$ cat config.mk
export PLATFORM = sky130hd
export DESIGN_NAME = gray_code_converter_flat
export DESIGN_NICKNAME = d
export VERILOG_FILES = /design/src/rtl/gray_code_converter_if.sv /design/src/rtl/gray_code_converter.sv /design/src/flat_wrapper.sv
export SDC_FILE = /design/constraint.sdc
export NUM_CORES = 1
export LEC_CHECK = 0
export BUFFER_PORTS_ARGS = -buffer_cell sky130_fd_sc_hd__buf_2
export CORE_MARGIN = 2
export CORE_UTILIZATION = 44
export DETAILED_ROUTE_END_ITERATION = 10
export PLACE_DENSITY = 0.92
export SYNTH_ARGS = -nofsm -noshare
export SYNTH_HDL_FRONTEND = slang
export SYNTH_SLANG_ARGS = --single-unit
$ cat constraint.sdc
create_clock -name clk -period 1.7 [get_ports clk]
set_input_delay 0.085 -clock clk [delete_from_list [all_inputs] [get_ports clk]]
set_output_delay 0.085 -clock clk [all_outputs]
set_load 0.02 [all_outputs]
$ cat src/rtl/gray_code_converter_if.sv
// ----------------------------------------------------------------------------
// gray_code_converter_if
// Bundles the data/valid signals of one gray_code_converter instance.
//   in         : value to convert (binary or Gray depending on the converter mode)
//   in_valid   : qualifies in for the registered path
//   out        : combinational conversion of in
//   out_q      : registered conversion result
//   out_valid  : high when out_q was loaded on the previous edge
//   step_error : Gray-step violation flag (constant 0 unless step check is built)
// Modports: master drives in/in_valid, slave (the converter) drives the results.
// ----------------------------------------------------------------------------
interface gray_code_converter_if #(
    parameter int WIDTH = 16
);
    logic [WIDTH-1:0] in;
    logic             in_valid;
    logic [WIDTH-1:0] out;
    logic [WIDTH-1:0] out_q;
    logic             out_valid;
    logic             step_error;

    modport master (
        output in,
        output in_valid,
        input  out,
        input  out_q,
        input  out_valid,
        input  step_error
    );

    modport slave (
        input  in,
        input  in_valid,
        output out,
        output out_q,
        output out_valid,
        output step_error
    );
endinterface

$ cat src/rtl/gray_code_converter.sv
// ----------------------------------------------------------------------------
// gray_code_converter
// Parameterised binary <-> reflected Gray converter with a combinational result
// and a one-cycle registered copy.
//   WIDTH  : bit width of input and outputs (>= 1)
//   INVERT : 0 = binary -> Gray encode, 1 = Gray -> binary decode
// Ports:
//   clk    : rising-edge clock for the registered path
//   reset  : synchronous, active-high reset
//   bus    : gray_code_converter_if.slave (in, in_valid, out, out_q,
//            out_valid, step_error)
// Optional feature, enabled by defining GRAY_CODE_STEP_CHECK_EN:
//   remembers the Gray-domain value of the last accepted sample and raises
//   step_error for one cycle when the next accepted Gray value does not differ
//   from it in exactly one bit. Without the macro step_error is tied to 0.
// ----------------------------------------------------------------------------
module gray_code_converter #(
    parameter int WIDTH  = 16,
    parameter int INVERT = 0
) (
    input  logic                 clk,
    input  logic                 reset,
    gray_code_converter_if.slave bus
);

    logic [WIDTH-1:0] conv;
    logic [WIDTH-1:0] out_q_reg;
    logic             out_valid_reg;

    // ------------------------------------------------------------------
    // Combinational conversion
    // ------------------------------------------------------------------
    generate
        if (INVERT == 0) begin : g_encode
            assign conv = bus.in ^ (bus.in >> 1);
        end else begin : g_decode
            // Each binary bit is the parity of all Gray bits at or above it.
            // Written as a reduction per bit rather than a chained ripple so
            // the vector never feeds back on itself.
            for (genvar gi = 0; gi < WIDTH; gi++) begin : g_bit
                assign conv[gi] = ^bus.in[WIDTH-1:gi];
            end
        end
    endgenerate

    assign bus.out = conv;

    // ------------------------------------------------------------------
    // Registered copy
    // ------------------------------------------------------------------
    always_ff @(posedge clk) begin
        if (reset) begin
            out_q_reg     <= '0;
            out_valid_reg <= 1'b0;
        end else begin
            out_valid_reg <= bus.in_valid;
            if (bus.in_valid) begin
                out_q_reg <= conv;
            end
        end
    end

    assign bus.out_q     = out_q_reg;
    assign bus.out_valid = out_valid_reg;

    // ------------------------------------------------------------------
    // Optional Gray step check
    // ------------------------------------------------------------------
`ifdef GRAY_CODE_STEP_CHECK_EN
    logic [WIDTH-1:0] gray_val;
    logic [WIDTH-1:0] gray_diff;
    logic             diff_one_hot;
    logic [WIDTH-1:0] hist_reg;
    logic             have_hist_reg;
    logic             step_error_reg;

    // The Gray-domain value is the output when encoding, the input when decoding.
    generate
        if (INVERT == 0) begin : g_gray_enc
            assign gray_val = conv;
        end else begin : g_gray_dec
            assign gray_val = bus.in;
        end
    endgenerate

    assign gray_diff    = gray_val ^ hist_reg;
    // Zero difference is not one-hot, so a repeated value is a violation.
    assign diff_one_hot = (gray_diff != '0) &&
                          ((gray_diff & (gray_diff - WIDTH'(1))) == '0);

    always_ff @(posedge clk) begin
        if (reset) begin
            hist_reg       <= '0;
            have_hist_reg  <= 1'b0;
            step_error_reg <= 1'b0;
        end else if (bus.in_valid) begin
            hist_reg       <= gray_val;
            have_hist_reg  <= 1'b1;
            step_error_reg <= have_hist_reg && !diff_one_hot;
        end else begin
            step_error_reg <= 1'b0;
        end
    end

    assign bus.step_error = step_error_reg;
`else
    assign bus.step_error = 1'b0;
`endif

endmodule

$ cat src/flat_wrapper.sv
// flat-port wrapper written by rule: the top's interface ports become plain ports
module gray_code_converter_flat 
#(
    parameter int WIDTH  = 16,
    parameter int INVERT = 0
)
  (clk, reset, bus_in, bus_in_valid, bus_out, bus_out_q, bus_out_valid, bus_step_error);
  gray_code_converter_if #(.WIDTH(WIDTH)) bus_i ();
  input  logic clk;
  input  logic reset;
  input wire logic [$bits(bus_i.in)-1:0] bus_in;
  input wire logic [$bits(bus_i.in_valid)-1:0] bus_in_valid;
  output wire logic [$bits(bus_i.out)-1:0] bus_out;
  output wire logic [$bits(bus_i.out_q)-1:0] bus_out_q;
  output wire logic [$bits(bus_i.out_valid)-1:0] bus_out_valid;
  output wire logic [$bits(bus_i.step_error)-1:0] bus_step_error;
  assign bus_i.in = bus_in;
  assign bus_i.in_valid = bus_in_valid;
  assign bus_out = bus_i.out;
  assign bus_out_q = bus_i.out_q;
  assign bus_out_valid = bus_i.out_valid;
  assign bus_step_error = bus_i.step_error;
  gray_code_converter #(.WIDTH(WIDTH), .INVERT(INVERT)) u_core (.clk(clk), .reset(reset), .bus(bus_i));
endmodule
======== Word level (Yosys, flattened, before mapping) ========
Index checks and enable logic that the tools add are counted.
storage, ports and cells
  register bits ........................... 17
  bits in latches ......................... 0
  RAM bits ................................ 0
  memory bits (read-only) ................. 0
  output and inout port bits .............. 34
  memories ................................ 0
cells by class
  $add $sub $neg .......................... 0
  multiply operators ...................... 0
  div/mod/pow operators ................... 0
  $lt $le $gt $ge ......................... 0
  equal/unequal tests ..................... 0
  shift operators ......................... 0
  mux-type cells .......................... 0
  bitwise gates (word level) .............. 1
  reduce and logical (&&, ||, !) cells .... 0
operators by type and width
  cell                   number
  XOR 16 x 15 -> 16 bit  1

======== Depth between registers and ports, before layout ========
  depth in word-level cells ............... 1
  depth in mapped cells ................... 3

======== Least setup slack after synthesis ========
Ideal clock, no wire load.
  path type ............................... reg2reg
  start point ............................. reg, netlist name u_core.bus.out_q[0]
  end point ............................... reg u_core.out_q_reg[0], in the netlist u_core.bus.out_q[0]
  arrival time ............................ 668 ps
  data required time ...................... 1621 ps
  path slack .............................. 953 ps
  cell stages (with the launch flop) ...... 3
  buffers on the path ..................... 0
  clock period less this slack ............ 747 ps
  cells stage by stage .................... dfxtp_1 nor2_1 a211oi_2
RTL lines
  item                    line                       RTL
  end signal: assignment  gray_code_converter.sv:58  out_q_reg <= conv;
  end: declaration        gray_code_converter.sv:27  logic [WIDTH-1:0] out_q_reg;

======== Worst setup path after layout ========
  start point ............................. reg u_core.out_q_reg[15], in the netlist u_core.bus.out_q[15]
  end point ............................... out bus_out_q[15]
RTL lines
  item              line                RTL
  end: declaration  flat_wrapper.sv:14  output wire logic [$bits(bus_i.out_q)-1:0] bus_out_q;
No word-level cell between the ends.

==> metrics.txt <==
gr ovfl total=0; I/O Buffers=51; largest net degree at the start of global routing=33; metal2 WL=826 um; R2R depth=2; wire length on met1=702 um; delay-heaviest family, CP=flip-flops; CP max-delay cell=dfxtp_1; relative slew slack=0.575; crit path to=bus_out_q[15]; final setup violation count=0; layout cells sized above 1=0.500; Final period util=0.518; root buffer cell=clkbuf_4; min-delay src=bus_in[15]; non-filler instance count after layout=161; Placed Cells=157; Die Width=47.5 um; Starting Density=0.477; CP peak stage delay=0.35 ns; portion of netlist area occupied by mux cells=0.0120; synthesized instance count=88; routed wl met3=128 um; post-synthesis average cell area=9.47 um^2; CTS buffer count=3; CP Data Arrival Time=0.79 ns; most instantiated library cell after synthesis=dfxtp_1; Critical R2R Capture=u_core.bus.out_q[1]; CTS tree=built; worst-path fanout max=2; router iterations before antenna repair=2; library cells used by synthesis=11; post-synthesis adder-cell area fraction=0; routed vias/inst=4.37; clock transition at the registers of the reported paths=0.10 ns; Nets=156; CP Capture Type=output port; Setup crit start kind=flip-flop; initial antenna violation count=0; Fmax=1140 MHz; Max H-tree Level=1; antenna-violating nets left=0; cell row count=15; Required @ worst endpoint=1.62 ns; initial drt markers=3; Synth Area in XOR/XNOR=0.158; WP depth=1; worst-margin pin slew=0.637 ns; FF-to-FF setup slack=1.01 ns; max reg flops=16; highest metal used=met3; n_diodes=0; synthesized net count=107; setup TNS=0 ns; P per Cell Area=881 nW/um^2; first-pass GRT wire length=2390 um; Clk Latency, worst-skew pair=0.28 ns; RD Place Congestion=0.637; worst path cell trace=buf_2; # IOs=53; CP Buf/Inv Count=1; Yosys top cell by area=dfxtp_1; outcome=complete, no violations; fraction of registers with async set/reset=0; Synth Register Bits=17; Leak Pwr=0.000556 uW; Post-synth EDFFs=0; largest cells by area after synthesis=dfxtp_1 41%, a211oi_2 20%, xnor2_1 16%; die height=47.5 um; Worst Hold Class=primary input to flip-flop; Post-synth top cells=17 x dfxtp_1, 16 x nor2_1, 15 x inv_1, 15 x xnor2_1, 13 x a211oi_2; die area=2260 um^2; Synth Area in Simple Gates=0.0796; Reg area=340 um^2; Synth Flop Type=dfxtp_1; post-layout min period=0.880 ns; largest family of logic cells by synthesized area=compound AO/OA/AOI/OAI gates; Synth Area in Compound Gates=0.213; clock sink total=17; hold_buf cts=0; RSZ-0062 raised after global routing=no; DR WL/cell=10.3 um; Seq/Total Area, Yosys=0.408; Worst R2R Start=u_core.bus.out_q[1]; # fillers=139; post-synthesis cell area=833 um^2; area share of the largest cell type after synthesis=0.408; Peak VDD IR=0.000546 V; Max-cap violations=0; critical path class=flip-flop to output port; core footprint=1750 um^2; via count=704; Post-CTS Repair Setup Buffers=0; clk buf depth=2; hold depth=3; cts repair resizes=0; CP startpoint=u_core.bus.out_q[15]; vias in the first global route=601; Worst Skew=0 ns; fin. max-slew vios=0; half-perimeter wire length after placement=1340 um; total track usage=0.148; final wirelength=1660 um; number of remaining DRC errors=0; area of the multi-input gates=389 um^2; area grow syn2layout=32.0%; final hold vios=0; Ys Warns=0
## power by group
group | switching, uW | internal, uW | leakage [uW]
clock | 123 | 87.3 | 0.0000177
sequential | 14.2 | 429 | 0.000141
combinational | 199 | 116 | 0.000397
## cell usage in the layout, fill, tap and decap left out
| cell | netlist | layout |
|---|---|---|
| xnor2_1 | 15 | 15 |
| nor2b_1 | 1 | 1 |
| dfxtp_1 | 17 | 17 |
| clkinv_2 | 0 | 1 |
| conb_1 | 1 | 1 |
| a211oi_2 | 13 | 13 |
| mux2i_1 | 1 | 1 |
| buf_2 | 2 | 51 |
| clkbuf_4 | 0 | 3 |
| nor2_1 | 16 | 16 |
| a211oi_1 | 2 | 2 |
| inv_1 | 15 | 15 |
## final cells by class
| cell class | instances | area share |
|---|---|---|
| clock inverter | 1 | 0.00455 |
| clock buffer | 3 | 0.0205 |
| inverter | 15 | 0.0512 |
| tap | 25 | 0.0284 |
| multi-input combinational | 49 | 0.354 |
| timing repair buffer | 51 | 0.232 |
| sequential | 17 | 0.309 |
## layer usage
layer	track usage	vias to the layer above
li1	-	368
met1	0.199	306
met2	0.232	30
met3	0.0377	0
met4	0.0500	0
met5	0	-
## worst min path at each step
stage          slack, ns                    to
6_report            0.08  u_core.bus.out_q[15]
4_1_cts             0.09  u_core.bus.out_q[15]
3_3_place_gp        0.36  u_core.bus.out_q[15]
5_1_grt             0.09  u_core.bus.out_q[15]
3_5_place_dp        0.39  u_core.bus.out_q[15]
2_1_floorplan       0.23  u_core.bus.out_q[15]
## per-stage QoR
step           setup WS (ns)  total power [uW]  area (um^2)   util  hold slack (ns)
2_1_floorplan          0.953               668          833      -            0.232
3_3_place_gp           0.709               761         1070  0.614            0.358
3_5_place_dp           0.651               771         1070  0.614            0.393
4_1_cts                0.812               978         1100  0.630           0.0879
5_1_grt                0.773              1020         1100  0.630           0.0910
6_report               0.820               969         1100  0.630           0.0815
## worst reg2reg max path, cell delays in order (launching register included)
cell and delay [ns]:
dfxtp_1 0.35, nor2_1 0.04, a211oi_1 0.22
## cells by family (layout without fill, tap and decap cells)
logic type,Yosys count,count (layout)
AOI/OAI and AO/OA,15,15
xor gates and xnor gates,15,15
DFF,17,17
muxes,1,1
other,1,1
buffers and inverters,22,70
and+or+nand+nor,17,17
Note: power is estimated with default switching activity, not from simulation.
